## src/rtl/range_scan_fsmd.sv

```systemverilog
// range_scan_fsmd
// Scans a synchronous-read RAM from start_addr to end_addr (inclusive), one
// read per cycle, and reports min, max and max_diff = max - min.
// DW/AW set data/address width; SIGNED selects two's-complement compares.
// Optional feature macro: RANGE_SCAN_ARGIDX_EN adds o_min_idx/o_max_idx,
// the address of the first occurrence of the minimum/maximum.
//
// state   | meaning
// --------+-------------------------------------------------------------
// S_IDLE  | waiting for start; range check on the accepting edge
// S_SCAN  | one read per cycle from start_addr up to end_addr
// S_DRAIN | last word returns; final results are registered
// S_DIFF  | results visible, done pulse
// S_ERR   | start_addr > end_addr: err held, done pulse, results untouched

module range_scan_fsmd #(
    parameter int DW     = 8,
    parameter int AW     = 8,
    parameter int SIGNED = 0
) (
    input  logic          i_clk,
    input  logic          i_rst,
    input  logic          i_start,
    input  logic          i_abort,
    input  logic [AW-1:0] i_start_addr,
    input  logic [AW-1:0] i_end_addr,
    output logic          o_mem_rd,
    output logic [AW-1:0] o_mem_addr,
    input  logic [DW-1:0] i_mem_rdata,
    output logic          o_busy,
    output logic          o_done,
    output logic          o_err,
    output logic [DW-1:0] o_min_val,
    output logic [DW-1:0] o_max_val,
`ifdef RANGE_SCAN_ARGIDX_EN
    output logic [AW-1:0] o_min_idx,
    output logic [AW-1:0] o_max_idx,
`endif
    output logic [DW:0]   o_max_diff
);

    typedef enum logic [2:0] {
        S_IDLE  = 3'd0,
        S_SCAN  = 3'd1,
        S_DRAIN = 3'd2,
        S_DIFF  = 3'd3,
        S_ERR   = 3'd4
    } state_t;

    state_t        r_state;
    state_t        w_next;
    logic          w_accept;
    logic          w_range_bad;

    logic [AW-1:0] r_addr;
    logic [AW-1:0] r_end;
    logic          r_vld;
    logic          r_first;
    logic          r_err;
    logic [DW-1:0] r_run_min;
    logic [DW-1:0] r_run_max;

    logic          w_take_min;
    logic          w_take_max;
    logic [DW-1:0] w_min_next;
    logic [DW-1:0] w_max_next;
    logic [DW:0]   w_ext_min;
    logic [DW:0]   w_ext_max;

`ifdef RANGE_SCAN_ARGIDX_EN
    logic [AW-1:0] r_rd_addr;
    logic [AW-1:0] r_run_min_idx;
    logic [AW-1:0] r_run_max_idx;
    logic [AW-1:0] w_min_idx_next;
    logic [AW-1:0] w_max_idx_next;
`endif

    // a < b under the configured signedness
    function automatic logic f_lt(input logic [DW-1:0] a, input logic [DW-1:0] b);
        if (SIGNED != 0) return ($signed(a) < $signed(b));
        else             return (a < b);
    endfunction

    assign w_range_bad = (i_start_addr > i_end_addr);
    assign o_mem_addr  = r_addr;
    assign o_err       = r_err;

    // state register
    always_ff @(posedge i_clk or posedge i_rst) begin
        if (i_rst) r_state <= S_IDLE;
        else       r_state <= w_next;
    end

    // next-state and control outputs
    always_comb begin
        w_next   = r_state;
        w_accept = 1'b0;
        o_mem_rd = 1'b0;
        o_busy   = 1'b0;
        o_done   = 1'b0;
        case (r_state)
            S_IDLE: begin
                if (i_start) begin
                    w_accept = 1'b1;
                    w_next   = w_range_bad ? S_ERR : S_SCAN;
                end
            end
            S_SCAN: begin
                o_mem_rd = 1'b1;
                o_busy   = 1'b1;
                if (i_abort)              w_next = S_IDLE;
                else if (r_addr == r_end) w_next = S_DRAIN;
            end
            S_DRAIN: begin
                o_busy = 1'b1;
                w_next = i_abort ? S_IDLE : S_DIFF;
            end
            S_DIFF: begin
                o_done = 1'b1;
                w_next = S_IDLE;
            end
            S_ERR: begin
                o_done = 1'b1;
                w_next = S_IDLE;
            end
            default: w_next = S_IDLE;
        endcase
    end

    // address counter; stops on equality so end_addr = all-ones never wraps
    always_ff @(posedge i_clk or posedge i_rst) begin
        if (i_rst) begin
            r_addr <= '0;
            r_end  <= '0;
        end else if (w_accept) begin
            r_addr <= i_start_addr;
            r_end  <= i_end_addr;
        end else if (r_state == S_SCAN && !i_abort && r_addr != r_end) begin
            r_addr <= r_addr + 1'b1;
        end
    end

    // read-data valid one cycle behind the strobe
    always_ff @(posedge i_clk or posedge i_rst) begin
        if (i_rst) r_vld <= 1'b0;
        else       r_vld <= o_mem_rd;
    end

`ifdef RANGE_SCAN_ARGIDX_EN
    // address of the word currently on i_mem_rdata
    always_ff @(posedge i_clk or posedge i_rst) begin
        if (i_rst) r_rd_addr <= '0;
        else       r_rd_addr <= o_mem_addr;
    end
`endif

    // fold the returning word into the running min/max (strict compares keep first occurrence)
    always_comb begin
        w_take_min = r_first || f_lt(i_mem_rdata, r_run_min);
        w_take_max = r_first || f_lt(r_run_max, i_mem_rdata);
        w_min_next = w_take_min ? i_mem_rdata : r_run_min;
        w_max_next = w_take_max ? i_mem_rdata : r_run_max;
        w_ext_min  = {(SIGNED != 0) & w_min_next[DW-1], w_min_next};
        w_ext_max  = {(SIGNED != 0) & w_max_next[DW-1], w_max_next};
`ifdef RANGE_SCAN_ARGIDX_EN
        w_min_idx_next = w_take_min ? r_rd_addr : r_run_min_idx;
        w_max_idx_next = w_take_max ? r_rd_addr : r_run_max_idx;
`endif
    end

    // running accumulators; a new start re-arms the first-word load
    always_ff @(posedge i_clk or posedge i_rst) begin
        if (i_rst) begin
            r_first   <= 1'b1;
            r_run_min <= '0;
            r_run_max <= '0;
`ifdef RANGE_SCAN_ARGIDX_EN
            r_run_min_idx <= '0;
            r_run_max_idx <= '0;
`endif
        end else if (w_accept) begin
            r_first <= 1'b1;
        end else if (r_vld) begin
            r_first   <= 1'b0;
            r_run_min <= w_min_next;
            r_run_max <= w_max_next;
`ifdef RANGE_SCAN_ARGIDX_EN
            r_run_min_idx <= w_min_idx_next;
            r_run_max_idx <= w_max_idx_next;
`endif
        end
    end

    // result registers: loaded as DRAIN completes so they are valid during done
    always_ff @(posedge i_clk or posedge i_rst) begin
        if (i_rst) begin
            o_min_val  <= '0;
            o_max_val  <= '0;
            o_max_diff <= '0;
`ifdef RANGE_SCAN_ARGIDX_EN
            o_min_idx  <= '0;
            o_max_idx  <= '0;
`endif
        end else if (r_state == S_DRAIN && !i_abort) begin
            o_min_val  <= w_min_next;
            o_max_val  <= w_max_next;
            o_max_diff <= w_ext_max - w_ext_min;
`ifdef RANGE_SCAN_ARGIDX_EN
            o_min_idx  <= w_min_idx_next;
            o_max_idx  <= w_max_idx_next;
`endif
        end
    end

    // range error flag: set or cleared on every accepted start
    always_ff @(posedge i_clk or posedge i_rst) begin
        if (i_rst)         r_err <= 1'b0;
        else if (w_accept) r_err <= w_range_bad;
    end

endmodule
```

## config.mk

```make
export PLATFORM = sky130hd
export DESIGN_NAME = range_scan_fsmd
export DESIGN_NICKNAME = d
export VERILOG_FILES = /design/src/rtl/range_scan_fsmd.sv
export SDC_FILE = /design/constraint.sdc
export NUM_CORES = 1
export LEC_CHECK = 0
export BUFFER_PORTS_ARGS = -buffer_cell sky130_fd_sc_hd__buf_2
export CAP_MARGIN = 20
export CORE_ASPECT_RATIO = 0.6
export CORE_MARGIN = 3
export CORE_UTILIZATION = 40
export DETAILED_ROUTE_END_ITERATION = 12
export PLACE_DENSITY = 0.69
export SLEW_MARGIN = 10
export SYNTH_ARGS = -nofsm -noshare
export SYNTH_HDL_FRONTEND = slang
export SYNTH_SLANG_ARGS = --single-unit
```

## constraint.sdc

```tcl
create_clock -name i_clk -period 3.6 [get_ports i_clk]
set_clock_uncertainty 0.15 [all_clocks]
set_input_delay 0.72 -clock i_clk [delete_from_list [all_inputs] [get_ports i_clk]]
set_output_delay 0.72 -clock i_clk [all_outputs]
set_load 0.05 [all_outputs]
```

==> impl_results.md <==
- Crit. End Element: register
- Area leader, netlist: dfrtp_1
- Die Y-Extent: 80.5 µm
- P&R area growth vs syn: 30.9%
- Core Box Area: 8750 µm²
- Number of routed nets with antenna violations: 0
- Slowest stage delay, CP: 0.34 ns
- CTS tree: built
- Area share of the largest cell type after synthesis: 41.9%
- Crit-path cells: buf_2 -> ha_1 -> a41oi_1 -> o21ai_1 -> a22oi_2 -> buf_4 -> buf_4 -> mux2i_2 -> ha_1 -> a21o_1 -> a21oi_2 -> nand2b_4 -> a21oi_2 -> o41ai_2
- Arr. time, crit path: 3.59 ns
- Status: completed
- R2r setup slk: 0.18 ns
- Routability cong.: 0.876
- Crit Path Max Fanout: 6
- Clk buf depth: 2
- Detailed placement HPWL: 7090 µm
- Max-cap check violation count: 0
- Die area: 10500 µm²
- Core Rows: 26
- First DRT Iteration DRCs: 195
- YS warnings: 0
- Number of global-route vias before repair: 2979
- Initial cell density of the core: 42.3%
- Worst setup margin: 0.0731 ns
- DR pass1 iterations: 4
- Mean Syn Cell Area: 10.4 µm²
- Slew Viols, Final: 0
- WS Path Type: in -> reg
- Post-layout minimum cycle time: 3.53 ns
- Clock sink total: 63
- DR WL/cell: 16.5 µm
- First-pass GRT wire length: 15300 µm
- Required @ worst endpoint: 3.67 ns
- Vias: 2987
- Power per cell area: 1050 nW/µm²
- Ys async rst share: 100%
- Via density: 5.21
- I/O pins: 65
- Largest cells by area after synthesis: dfrtp_1 42%, ha_1 10%, o21ai_0 5.4%
- Crit start category: input pin
- Final hold slack: 0.264 ns
- Peak supply drop: 0.524 mV
- Aggregate global-route resource usage: 19.2%
- Initial antenna violation count: 1
- Clock-pin slew on the worst setup and hold paths: 0.06 ns
- # fillers: 753
- Commonest cells in the netlist: 62 x dfrtp_1, 41 x nand2_1, 40 x o21ai_0
- Post-synth EDFFs: 0
- Synth Instances: 357
- Fmax: 0.284 GHz
- LEAKAGE: 2.38 nW
- Ant. Diodes: 0
- DR DRC count: 0
- Htree depth: 3
- Count leader, synth: dfrtp_1
- Critical path's slowest cell: o41ai_2
- Sum Neg Setup Slack: 0 ns
- Final WL: 9470 µm
- NumNets Final: 516
- Post-Syn Nets: 417
- I/O Buffers: 64
- Synthesized area: 3700 µm²
- Worst-margin pin slew: 0.650 ns
- Total grt overflow: 0
- Hold Crit Class: in -> async
- Die width: 130 µm
- Setup violators final: 0
- CTS buffer count: 9
- Placement Setup Slack: -0.541 ns
- Post-synthesis cell type count: 46
- RR Startpoint: r_run_min[7]
- Largest net degree at the start of global routing: 44
- Latest clock arrival within the worst-skew pair: 0.33 ns
- Sequential fraction of the synthesis area: 42.6%
- FF+latch count, synth: 63
- Share of layout cells above drive strength 1: 36.9%
- Hold Fails Final Rpt: 0
- Crit share post-route: 98.0%
- Main synth FF type: dfrtp_1
- Relative slew slack: 56.2%
- CTS Root Cell: clkbuf_16
- Critical Path Source: i_mem_rdata[5]
-- report_power, final --
| group | switching [W] | internal (W) | total, W |
|---|---|---|---|
| registers | 0.000296 | 0.00105 | 0.00135 |
| logic | 0.00172 | 0.00109 | 0.00282 |
| clock network | 0.000304 | 0.000643 | 0.000946 |
-- cells in the final DEF (no fill, tap or decap), types with 5 or more instances in the layout --
master,synthesis,layout
a21oi_1,11,8
buf_2,3,62
buf_4,1,36
clkbuf_16,0,9
dfrtp_1,62,62
ha_1,31,25
ha_4,0,5
inv_1,28,24
mux2_2,16,16
mux2_4,9,9
mux2i_1,19,16
nand2_1,41,41
nand4_1,5,5
nor2_1,8,8
nor3_1,8,6
o211ai_1,5,5
o21ai_0,40,34
o21ai_1,1,5
xnor2_1,10,10
xor2_1,6,6
-- cell families after synthesis --
family	count (synthesis)	share of synthesized area, %
adders and majority gates	32	11.0
and+or+nand+nor	89	12.5
AOI/OAI and AO/OA	73	11.8
muxes	44	13.6
DFF	63	42.6
xor gates and xnor gates	16	3.78
buffers and inverters	40	4.66
-- sequential cells by signal, indices dropped and copies added, names as in the netlist --
signal	count
o_max_diff	9
o_max_val	8
o_mem_addr	8
o_min_val	8
r_end	8
r_run_max	8
r_run_min	8
r_state	3
o_err	1
r_first	1
r_vld	1
-- through the flow --
| step | utilization (%) | cells | power (W) | area, µm² |
|---|---|---|---|---|
| 2_1_floorplan | - | 357 | 0.00322 | 3700 |
| 3_3_place_gp | 49.7 | 554 | 0.00389 | 4350 |
| 3_5_place_dp | 49.7 | 554 | 0.00397 | 4350 |
| 4_1_cts | 53.7 | 570 | 0.00497 | 4700 |
| 5_1_grt | 55.4 | 573 | 0.00547 | 4850 |
| 6_report | 55.4 | 573 | 0.00511 | 4850 |
-- worst max-delay path, delay by kind of cell --
family          cells  cell delay, ns
mux                 1            0.29
simple gates        1            0.17
fa+ha+maj           2            0.63
buf+inv             3            0.49
compound gates      7            1.30
-- path summary, 6_finish.rpt --
check                                end  cells past startpoint
max in group asynchronous        r_first                      3
min                         o_max_val[7]                      2
max reg2reg                o_max_diff[8]                     14
min in group i_clk          o_min_val[7]                      2
max                        o_max_diff[8]                     14
min reg2reg                 o_min_val[7]                      2
-- routing by layer --
| layer | up-vias | share of wire (%) | global-route usage (%) |
|---|---|---|---|
| met5 | - | 0.074 | 0 |
| met4 | 2 | 1.2 | 5.60 |
| li1 | 1471 | - | - |
| met3 | 10 | 5.8 | 5.32 |
| met2 | 74 | 42 | 27.5 |
| met1 | 1430 | 51 | 28.0 |
-- layout make-up --
class                           count  area (µm²)  area share (%)
Multi-Input combinational cell    254        2100            43.3
Sequential cell                    63        1580            32.5
Timing Repair Buffer              100         603            12.4
Clock buffer                       13         260            5.37
Tap cell                          112         140            2.89
Inverter                           28         105            2.17
Clock inverter                      3        65.1            1.34
-- timing repair --
action | 4_1_cts | 5_1_grt
pin swaps | 1 | 13
cloned | 0 | 0
hold endpoints to repair | 0 | 0
endpoints found under the setup margin | 4 | 4
hold buffers | 0 | 0
buffers inserted | 0 | 2
gates resized for setup | 5 | 31
(Power assumes the default switching activity.)
